### config.mk
export PLATFORM = sky130hd
export DESIGN_NAME = fir_coeffs_loader_flat
export DESIGN_NICKNAME = d
export VERILOG_FILES = /design/src/rtl/fir_coeffs_loader_pkg.sv /design/src/rtl/fir_coeffs_loader_if.sv /design/src/rtl/fir_coeffs_loader.sv /design/src/flat_wrapper.sv
export SDC_FILE = /design/constraint.sdc
export NUM_CORES = 1
export LEC_CHECK = 0
export ABC_AREA = 1
export CORE_ASPECT_RATIO = 1.1
export CORE_MARGIN = 5
export CORE_UTILIZATION = 49
export CTS_CLUSTER_DIAMETER = 30
export DETAILED_ROUTE_END_ITERATION = 7
export PLACE_DENSITY = 0.84
export REMOVE_ABC_BUFFERS = 1
export SYNTH_ARGS = -nofsm -noshare
export SYNTH_HDL_FRONTEND = slang
export SYNTH_SLANG_ARGS = --single-unit
### constraint.sdc
create_clock -name clock -period 2.5 [get_ports clock]
set_clock_uncertainty 0.2 [all_clocks]
set_input_delay 0.75 -clock clock [delete_from_list [all_inputs] [get_ports clock]]
set_output_delay 0.75 -clock clock [all_outputs]
set_load 0.01 [all_outputs]
### src/rtl/fir_coeffs_loader_pkg.sv
// rtl/fir_coeffs_loader_pkg.sv - shared state enum and default sizes for the FIR coefficient loader
package fir_coeffs_pkg;
  typedef enum logic [1:0] {IDLE, LOAD, CHECK, ARMED} loader_state_t;
  localparam int COEFF_WIDTH_DEF = 24;
  localparam int NUM_COEFFS_DEF  = 256;
endpackage

### src/rtl/fir_coeffs_loader_if.sv
// rtl/fir_coeffs_loader_if.sv - coefficient write stream (valid/ready/data) into the loader
interface fir_coeffs_loader_if
  import fir_coeffs_pkg::*;
#(
  parameter int COEFF_WIDTH = COEFF_WIDTH_DEF
);
  logic                   wr_valid;
  logic                   wr_ready;
  logic [COEFF_WIDTH-1:0] wr_data;

  modport master (output wr_valid, output wr_data, input wr_ready);
  modport slave  (input wr_valid, input wr_data, output wr_ready);
endinterface

### src/rtl/fir_coeffs_loader.sv
// rtl/fir_coeffs_loader.sv - double-buffered coefficient writer, bank swap on start; option FIR_COEFFS_CHECKSUM_EN
module fir_coeffs_loader
  import fir_coeffs_pkg::*;
#(
  parameter int NUM_COEFFS  = NUM_COEFFS_DEF,
  parameter int ADDR_WIDTH  = 8,
  parameter int COEFF_WIDTH = COEFF_WIDTH_DEF
) (
  input  logic                    clock,
  input  logic                    reset_n,
  input  logic                    load_begin,
  input  logic                    start,
  fir_coeffs_loader_if.slave      wr,
  output logic                    ram_we,
  output logic [ADDR_WIDTH:0]     ram_addr,
  output logic [COEFF_WIDTH-1:0]  ram_wdata,
  output logic                    active_bank,
  output logic                    load_done,
  output logic                    load_error
);

  loader_state_t           state;
  logic [ADDR_WIDTH-1:0]   idx;
  logic                    ready_q;
  logic                    accept;
`ifdef FIR_COEFFS_CHECKSUM_EN
  logic [COEFF_WIDTH-1:0]  sum;
`endif

  assign wr.wr_ready = ready_q;
  assign accept      = wr.wr_valid & ready_q;

  always_ff @(posedge clock or negedge reset_n) begin
    if (!reset_n) begin
      state       <= IDLE;
      idx         <= '0;
      ready_q     <= 1'b0;
      active_bank <= 1'b0;
      ram_we      <= 1'b0;
      ram_addr    <= '0;
      ram_wdata   <= '0;
      load_done   <= 1'b0;
      load_error  <= 1'b0;
`ifdef FIR_COEFFS_CHECKSUM_EN
      sum         <= '0;
`endif
    end else begin
      ram_we     <= 1'b0;
      load_done  <= 1'b0;
      load_error <= 1'b0;
      unique case (state)
        IDLE: begin
          if (load_begin) begin
            state   <= LOAD;
            ready_q <= 1'b1;
            idx     <= '0;
`ifdef FIR_COEFFS_CHECKSUM_EN
            sum     <= '0;
`endif
          end
        end
        LOAD: begin
          if (load_begin) begin
            load_error <= 1'b1;
            idx        <= '0;
`ifdef FIR_COEFFS_CHECKSUM_EN
            sum        <= '0;
`endif
          end else if (accept) begin
            ram_we    <= 1'b1;
            ram_addr  <= {~active_bank, idx};
            ram_wdata <= wr.wr_data;
`ifdef FIR_COEFFS_CHECKSUM_EN
            sum       <= sum + wr.wr_data;
`endif
            // Leave LOAD at the last index so idx never wraps.
            if (idx == ADDR_WIDTH'(NUM_COEFFS - 1)) begin
`ifdef FIR_COEFFS_CHECKSUM_EN
              state   <= CHECK;
`else
              state   <= ARMED;
              ready_q <= 1'b0;
`endif
            end else begin
              idx <= idx + 1'b1;
            end
          end
        end
`ifdef FIR_COEFFS_CHECKSUM_EN
        CHECK: begin
          if (load_begin) begin
            state      <= LOAD;
            load_error <= 1'b1;
            idx        <= '0;
            sum        <= '0;
          end else if (accept) begin
            ready_q <= 1'b0;
            if (wr.wr_data == sum) begin
              state <= ARMED;
            end else begin
              state      <= IDLE;
              load_error <= 1'b1;
            end
          end
        end
`endif
        ARMED: begin
          // A start in the same cycle as load_begin completes the swap before reloading.
          if (start) begin
            active_bank <= ~active_bank;
            load_done   <= 1'b1;
            if (load_begin) begin
              state   <= LOAD;
              ready_q <= 1'b1;
              idx     <= '0;
`ifdef FIR_COEFFS_CHECKSUM_EN
              sum     <= '0;
`endif
            end else begin
              state <= IDLE;
            end
          end else if (load_begin) begin
            state      <= LOAD;
            ready_q    <= 1'b1;
            load_error <= 1'b1;
            idx        <= '0;
`ifdef FIR_COEFFS_CHECKSUM_EN
            sum        <= '0;
`endif
          end
        end
        default: begin
          state   <= IDLE;
          ready_q <= 1'b0;
        end
      endcase
    end
  end

endmodule

### src/flat_wrapper.sv
// flat-port wrapper written by rule: the top's interface ports become plain ports
module fir_coeffs_loader_flat import fir_coeffs_pkg::*;
#(
  parameter int NUM_COEFFS  = NUM_COEFFS_DEF,
  parameter int ADDR_WIDTH  = 8,
  parameter int COEFF_WIDTH = COEFF_WIDTH_DEF
)
  (clock, reset_n, load_begin, start, ram_we, ram_addr, ram_wdata, active_bank, load_done, load_error, wr_wr_valid, wr_wr_data, wr_wr_ready);
  fir_coeffs_loader_if #(.COEFF_WIDTH(COEFF_WIDTH)) wr_i ();
  input  logic clock;
  input  logic reset_n;
  input  logic load_begin;
  input  logic start;
  output logic ram_we;
  output logic [ADDR_WIDTH:0] ram_addr;
  output logic [COEFF_WIDTH-1:0] ram_wdata;
  output logic active_bank;
  output logic load_done;
  output logic load_error;
  input wire logic [$bits(wr_i.wr_valid)-1:0] wr_wr_valid;
  input wire logic [$bits(wr_i.wr_data)-1:0] wr_wr_data;
  output wire logic [$bits(wr_i.wr_ready)-1:0] wr_wr_ready;
  assign wr_i.wr_valid = wr_wr_valid;
  assign wr_i.wr_data = wr_wr_data;
  assign wr_wr_ready = wr_i.wr_ready;
  fir_coeffs_loader #(.NUM_COEFFS(NUM_COEFFS), .ADDR_WIDTH(ADDR_WIDTH), .COEFF_WIDTH(COEFF_WIDTH)) u_core (.clock(clock), .reset_n(reset_n), .load_begin(load_begin), .start(start), .wr(wr_i), .ram_we(ram_we), .ram_addr(ram_addr), .ram_wdata(ram_wdata), .active_bank(active_bank), .load_done(load_done), .load_error(load_error));
endmodule
# == After elaboration in Yosys (flattened, before gate mapping) ==
# Index checks and enable logic that the tools add are counted.
# Widths: inputs -> output; s select.
# op_classes
n_addsub,1
n_eq_ne,9
n_mux,25
n_bitwise,3
n_reduce_logical,8
# op_table
operator,count
$mux 8,4
$pmux 8 s2,1
$mux 1,12
$mux 2,5
$add 8x1->8 const B,1
$eq 8x8->1 const B,1
$reduce_and 4->1,2
$ne 2x1->1 const B,3
$pmux 2 s3,1
$reduce_and 3->1,2
$pmux 1 s2,2
$ne 3x2->1 const B,1
$ne 3x3->1 const B,1
$eq 2x1->1 const B,1
$eq 2x2->1 const B,1
$logic_not 2->1,1
$ne 2x2->1 const B,1
$not 1->1,2
$reduce_and 2->1,1
$reduce_bool 2->1,1
$reduce_or 2->1,1
$and 1x1->1,1
# totals
regBits,48
inputBits,29
out_inout_bits,38
wordCells,55

# == Logic depth before layout (Yosys ltp) ==
# Gate-level depths: netlist of run 1.
# logic_depth
depth_word,5
mapped_depth,10
mapped_depth_nobuf,10

# == Worst setup path after synthesis of run 1 ==
# No wires, ideal clock.
# synth_path
kind,flip-flop to flip-flop
from,register u_core.state[0]
to,register u_core.idx[2]
setup_time_ns,0.123
arrival_time_ns,1.377
required_ns,2.177
setup_slack_ns,0.800
stages_incl_launch_ff,9
path_buffers,1
period_less_slack_ns,1.700
path_cell_list,dfrtp_1 inv_1 ha_1 nand2_1 o21a_1 nand3_4 buf_8 nand2_1 o21ai_2
# synth_between
elab_chain_cells,4
word_cells_on_any_way,10
classes_between,eq/ne: 5; mux: 1; reduce/logical: 4
# synth_rtl
element,line_no,text
from (decl),fir_coeffs_loader.sv:22,loader_state_t state;
from (signal assigned),fir_coeffs_loader.sv:35,state <= IDLE;
from (signal assigned),fir_coeffs_loader.sv:54,state <= LOAD;
from (signal assigned),fir_coeffs_loader.sv:81,state <= ARMED;
$eq 2x2->1 / $logic_not 2->1 (equally long branches),fir_coeffs_loader.sv:51,unique case (state)
$reduce_or 2->1 (no source line),n/a,
$ne 2x1->1 (no source line) / $reduce_bool 2->1 (equally long branches),n/a,
$reduce_and 4->1 (no source line),n/a,
to (signal assigned),fir_coeffs_loader.sv:85,idx <= idx + 1'b1;
to (decl),fir_coeffs_loader.sv:23,logic [ADDR_WIDTH-1:0] idx;
# Several ways; a longest one is shown, not always the timed one.
# A chain may end at the register's enable or synchronous reset.

# == Worst setup path in the final report of run 1 ==
# layout_path
from,register u_core.active_bank
to,output active_bank
# layout_rtl
element,line_no,text
from (decl),fir_coeffs_loader.sv:17,"output logic active_bank,"
from (signal assigned),fir_coeffs_loader.sv:110,active_bank <= ~active_bank;
to (decl),flat_wrapper.sv:17,output logic active_bank;
# No word-level cell between the ends.

==> results of run 1 <==
-- path summary, 6_finish.rpt --
kind                                                 startpoint                                to  slack (ns)  cells past startpoint
min in group clock              u_core.ram_wdata[9]$_DFFE_PN0P_   u_core.ram_wdata[9]$_DFFE_PN0P_        0.29                      2
worst max register to register      u_core.state[0]$_DFFE_PN0P_         u_core.idx[7]$_DFFE_PN0P_        0.61                      7
worst min-delay path                                    reset_n   u_core.ram_wdata[8]$_DFFE_PN0P_        0.23                      1
worst max-delay path             u_core.active_bank$_DFFE_PN0P_                       active_bank        0.32                      1
worst min register to register  u_core.ram_wdata[9]$_DFFE_PN0P_   u_core.ram_wdata[9]$_DFFE_PN0P_        0.29                      2
max in group asynchronous                               reset_n  u_core.ram_wdata[18]$_DFFE_PN0P_        1.28                      2
-- synth_stat cells (all sizes together) --
cell type,number,area share
nand2,133,0.23
dfrtp,48,0.55
o21ai,21,0.057
inv,18,0.032
nor2,11,0.023
nand3,8,0.026
buf,7,0.029
ha,6,0.034
a21oi,2,0.0046
o211ai,1,0.0034
o21a,1,0.0034
o31ai,1,0.0034
xnor2,1,0.0040
-- flip-flops by register name (all words and copies together), names as in the netlist --
name and cells:
u_core.state 2, u_core.ram_addr 9, u_core.ram_wdata 24, u_core.ram_we 1, u_core.load_done 1, u_core.idx 8, u_core.wr.wr_ready 1, u_core.load_error 1
u_core.active_bank 1
-- power groups by stage --
stage	Sequential (mW)	Combinational, mW	Clock, mW
2_1_floorplan	1.33	0.561	0
3_3_place_gp	1.22	1.34	0
3_5_place_dp	1.24	1.39	0
4_1_cts	1.22	1.40	0.492
5_1_grt	1.26	1.52	0.522
6_report	1.22	1.38	0.472
-- layout make-up --
| type | count | area, um^2 | area share |
|---|---|---|---|
| clock buffers | 7 | 86.3 | 0.0291 |
| clock inverters | 1 | 7.51 | 0.00253 |
| inverters | 18 | 70.1 | 0.0236 |
| multi-input cells | 185 | 853 | 0.287 |
| flip-flops and latches | 48 | 1200 | 0.404 |
| well taps | 54 | 67.6 | 0.0227 |
| repair buffers | 70 | 686 | 0.231 |
-- per-layer routing --
metal	track usage	wire [um]	vias to the layer above
met4	0.0779	107	0
met2	0.319	2550	79
met3	0.0438	452	9
met1	0.234	2070	863
li1	-	-	935
met5	0	0	-
-- logic make-up after synthesis --
family                     after synthesis
and+or+nand+nor                        152
DFF                                     48
AOI/OAI and AO/OA                       26
buffers and inverters                   25
adders and majority gates                6
xor gates and xnor gates                 1
-- stage by stage --
step | utilization | power, mW | cells
2_1_floorplan | - | 1.89 | 251
3_3_place_gp | 0.667 | 2.56 | 375
3_5_place_dp | 0.667 | 2.62 | 375
4_1_cts | 0.688 | 3.12 | 383
5_1_grt | 0.688 | 3.30 | 383
6_report | 0.688 | 3.08 | 383
-- cells in the final DEF, fill, tap and decap left out, types with 2 or more instances in the layout --
cell type and count:
buf_4 4, nand3_1 6, ha_1 6, nor2_1 9, o21ai_0 15, clkbuf_8 6, o21ai_2 5, nand2_1 131
inv_1 16, dfrtp_1 48, nand2_2 2, a21oi_1 2, clkdlybuf4s50_1 65
==> out/results.ini, run 1 <==
[status]
status=finished, final reports clean

[finish]
fillCellCount=330
antennaDiodeCount=0
layout.nets=363
drive_gt1_frac=0.0760
layout-area-overhead-vs-synth_pct=35.9
postLayoutCellArea_mm2=0.00297

[synthesis]
yosys.area_share.adder=0.0343
synth-seq-cells=48
post_synth_and_or_nand_nor_area_fraction=0.280
post_synth_mux_area_share=0
seq_area_frac_synth=0.549
post_synthesis_cell_count=258
synth-compound-area-share=0.0715
avgSynthCellArea_um2=8.48
synthesis.area_mm2=0.00219
combinational_family_with_the_most_area_after_synthesis=simple AND/OR/NAND/NOR gates
synth_xor_area_frac=0.00400
netlist_cell_types=25
ys_warn_count=0

[power]
vdd_drop_max_uv=492
part_of_the_total_power_dissipated_in_combinational_logic=0.449
power.clock.fraction=0.153
sequentialPowerShare=0.397
pwrdens_mw_per_mm2=1040
total_leakage_power_nw=1.45
p_int_mw=1.96
power.switching_mw=1.11
switching_share=0.362

[cts]
clkSlewWorstSetupHoldPaths_ns=0.09
cts_resized=0
cts_root_buf=clkbuf_8
clock_latency_ns=0.29
cts.repair_timing.setup_buffer_count=0
cts.sinks=48
clockBufferDepth=2
tritoncts=done
cts.htree.levels=2
number_of_cts_inserted_buffers=5
holdBufCountCts=0

[floorplan]
std_cell_rows=25
placeableCoreArea_mm2=0.00432
initial_utilization=0.507
pin_count=67
fp.dieW_um=73.7
fp.dieH_um=80.1
die_area_mm2=0.00590

[sta]
slew_viol_final=0
setup_viol=0
finalSetupTns_ns=0
fin_worst_hold_slack_ns=0.226
slew_at_the_pin_with_the_worst_max_slew_slack_ns=0.542
final.period_utilization=0.871
timing.final.hold_violations=0
post-route-worst-setup-slack_ns=0.321
fmax_mhz=459
timing.slew.headroom=0.639
grt_setup_unrepaired=no
timing.final.crit_period_ns=2.18

[critical_path]
worst_setup_path_end_kind=output port
criticalPathCategory=reg2out
timing.critical_path.buf_inv=1
critical-path-slowest-cell=clkdlybuf4s50_1
arrival_ns=1.23
max_stage_delay_ns=0.55
path_cells=clkdlybuf4s50_1
startpoint_type=flip-flop
timing.critical_path.fanout_max=3
worst_ep_required_time_ns=1.55
cpLargestDelayFamily=buffers and inverters

[placed_design]
port_buffers=66
detailedPlacementHpwl_um=3840
dp_slack_ns=0.196
gp_congestion=0.774
place_area_mm2=0.00288

[flow_run]
cap_violations=0

[detailed_routing]
routed_via_density=4.92
num_vias=1886
firstDrtPassIters=5
drt.antenna.violating_nets=0
routedWlPerCell_um=13.5
detailedRoute.firstIterationViolations=110
detail_route.drc_violations=0
postRouteWirelength_um=5180

[global_route]
grt_remaining_overflow=0
globalRouteTotalUtil=0.191
antenna_found_initial=0
grt_first_pass_wirelength_um=8680
grt_pass1_vias=1915
pin_count_of_the_biggest_net_entering_global_routing=29

[hold_path]
worst_hold_path_type=in2async

Power figures use the tool's default switching activity.
==> inputs of run 2 (changes only) <==
- CORE_ASPECT_RATIO: 1.1 -> not set
- CORE_MARGIN: 5 -> 3
==> run 2 against run 1 <==
Sequential share of layout area is the same. Clock power about the same. Die area shrank 10%. Total power fell by 0.63%. Combinational power is essentially flat. Cell count is 1.3% lower. Sequential power hardly changed. First-iteration DRC count rose by 7.3%. Via count decreased by 1.9%. Flip-flop and latch count is the same. Critical path depth stayed put. Largest cell class unchanged. Largest power group unchanged.
==> out/results.ini, run 2 (synthesis results as in run 1) <==
[sta]
fmax_mhz=461
timing.slew.headroom=0.628
finalSetupTns_ns=0
grt_setup_unrepaired=no
final.period_utilization=0.868
post-route-worst-setup-slack_ns=0.331
timing.final.hold_violations=0
timing.final.crit_period_ns=2.17
setup_viol=0
slew_at_the_pin_with_the_worst_max_slew_slack_ns=0.558
fin_worst_hold_slack_ns=0.233
slew_viol_final=0

[cts]
clkSlewWorstSetupHoldPaths_ns=0.09
clockBufferDepth=2
cts.sinks=48
cts.repair_timing.setup_buffer_count=0
tritoncts=done
cts.htree.levels=2
number_of_cts_inserted_buffers=5
cts_root_buf=clkbuf_8
cts_resized=0
clock_latency_ns=0.30
holdBufCountCts=0

[critical_path]
reg2reg_depth=7
cp_num_cells=1
worst_setup_path_end_kind=output port
rrSetupSlack_ns=0.68
worst_ep_required_time_ns=1.55
startpoint_type=flip-flop
criticalPathCategory=reg2out
path_cells=clkdlybuf4s50_1
arrival_ns=1.22
max_stage_delay_ns=0.55
timing.critical_path.fanout_max=3
critPathCapture=active_bank
r2r-end=u_core.idx[7]$_DFFE_PN0P_
cpLargestDelayFamily=buffers and inverters
critical_path.startpoint=u_core.active_bank$_DFFE_PN0P_
crit-reg2reg-launch=u_core.state[0]$_DFFE_PN0P_
timing.critical_path.buf_inv=1
critical-path-slowest-cell=clkdlybuf4s50_1

[placed_design]
dp_slack_ns=0.220
detailedPlacementHpwl_um=3640
port_buffers=66
gp_congestion=0.822

[finish]
layout.nets=362
largest_registers=u_core.ram_wdata (24), u_core.ram_addr (9), u_core.idx (8)
mostFrequentLayoutCell=nand2_1
regMostFlops=u_core.ram_wdata
final_cell_mix=nand2_1, clkdlybuf4s50_1, dfrtp_1, inv_1, o21ai_0
number_of_flip_flops_in_the_largest_register=24
antennaDiodeCount=0
drive_gt1_frac=0.0732
layout-area-overhead-vs-synth_pct=35.9

[floorplan]
initial_utilization=0.528
fp.dieW_um=72.8
die_area_mm2=0.00530
fp.dieH_um=72.8
std_cell_rows=23
pin_count=67
placeableCoreArea_mm2=0.00414

[global_route]
met3_usage=0.0510
grt_util_met1=0.246
global_routing_s_busiest_layer=met2
grt_pass1_vias=1842
grt_first_pass_wirelength_um=8270
grt_remaining_overflow=0
globalRouteTotalUtil=0.200
antenna_found_initial=0
grt_use_met2=0.345
pin_count_of_the_biggest_net_entering_global_routing=29

[detailed_routing]
detailedRoute.firstIterationViolations=118
num_vias=1850
firstDrtPassIters=4
routed_via_density=4.89
routedWlPerCell_um=12.8
detail_route.drc_violations=0
postRouteWirelength_um=4850
drt.antenna.violating_nets=0

[power]
power.clock.fraction=0.155
part_of_the_total_power_dissipated_in_combinational_logic=0.449
pwrdens_mw_per_mm2=1030
sequentialPowerShare=0.396
total_leakage_power_nw=1.45
switching_share=0.358
p_int_mw=1.96
vdd_drop_max_uv=577
power.switching_mw=1.09

[status]
status=finished, final reports clean

[hold_path]
worst_hold_path_type=in2async

[flow_run]
cap_violations=0

## run 2: cell types whose count changed in the layout (fill, tap and decap cells not counted)
cell / before / now
buf_4: 4 / 2
buf_12: 0 / 1
## run 2: cell type report
cell class / count / area, um^2
Clock inverter: 1 / 7.51
Sequential cell: 48 / 1200
Fill cell: 313 / 1170
Timing Repair Buffer: 69 / 691
Tap cell: 50 / 62.6
Multi-Input combinational cell: 185 / 853
Inverter: 18 / 70.1
Clock buffer: 7 / 86.3
## run 2: through the flow
stage	power, mW	util	area [um^2]	std cells
2_1_floorplan	1.89	-	2120	251
3_3_place_gp	2.56	0.694	2880	370
3_5_place_dp	2.61	0.694	2880	370
4_1_cts	3.09	0.717	2970	378
5_1_grt	3.30	0.717	2970	378
6_report	3.06	0.717	2970	378
## run 2: routing by layer
metal	wire (um)	vias to the layer above
li1	-	934
met1	2160	852
met2	2290	59
met3	349	5
met4	49	0
met5	0	-
## run 2: how the worst min path moves through the flow
stage / from / endpoint / slack [ns] / cells past startpoint
floorplan: reset_n / u_core.active_bank$_DFFE_PN0P_ / 0.25 / 0
global placement: u_core.ram_wdata[20]$_DFFE_PN0P_ / u_core.ram_wdata[20]$_DFFE_PN0P_ / 0.26 / 2
detailed placement: u_core.ram_wdata[17]$_DFFE_PN0P_ / u_core.ram_wdata[17]$_DFFE_PN0P_ / 0.26 / 2
CTS: reset_n / u_core.ram_wdata[3]$_DFFE_PN0P_ / 0.25 / 1
global route: reset_n / u_core.ram_wdata[3]$_DFFE_PN0P_ / 0.26 / 1
finish: reset_n / u_core.ram_wdata[3]$_DFFE_PN0P_ / 0.23 / 1
## run 2: power by group through the flow
stage          Sequential (mW)  Clock, mW  Combinational, mW
2_1_floorplan             1.33          0              0.561
3_3_place_gp              1.22          0               1.34
3_5_place_dp              1.23          0               1.38
4_1_cts                   1.21      0.485               1.39
5_1_grt                   1.25      0.513               1.54
6_report                  1.21      0.475               1.37
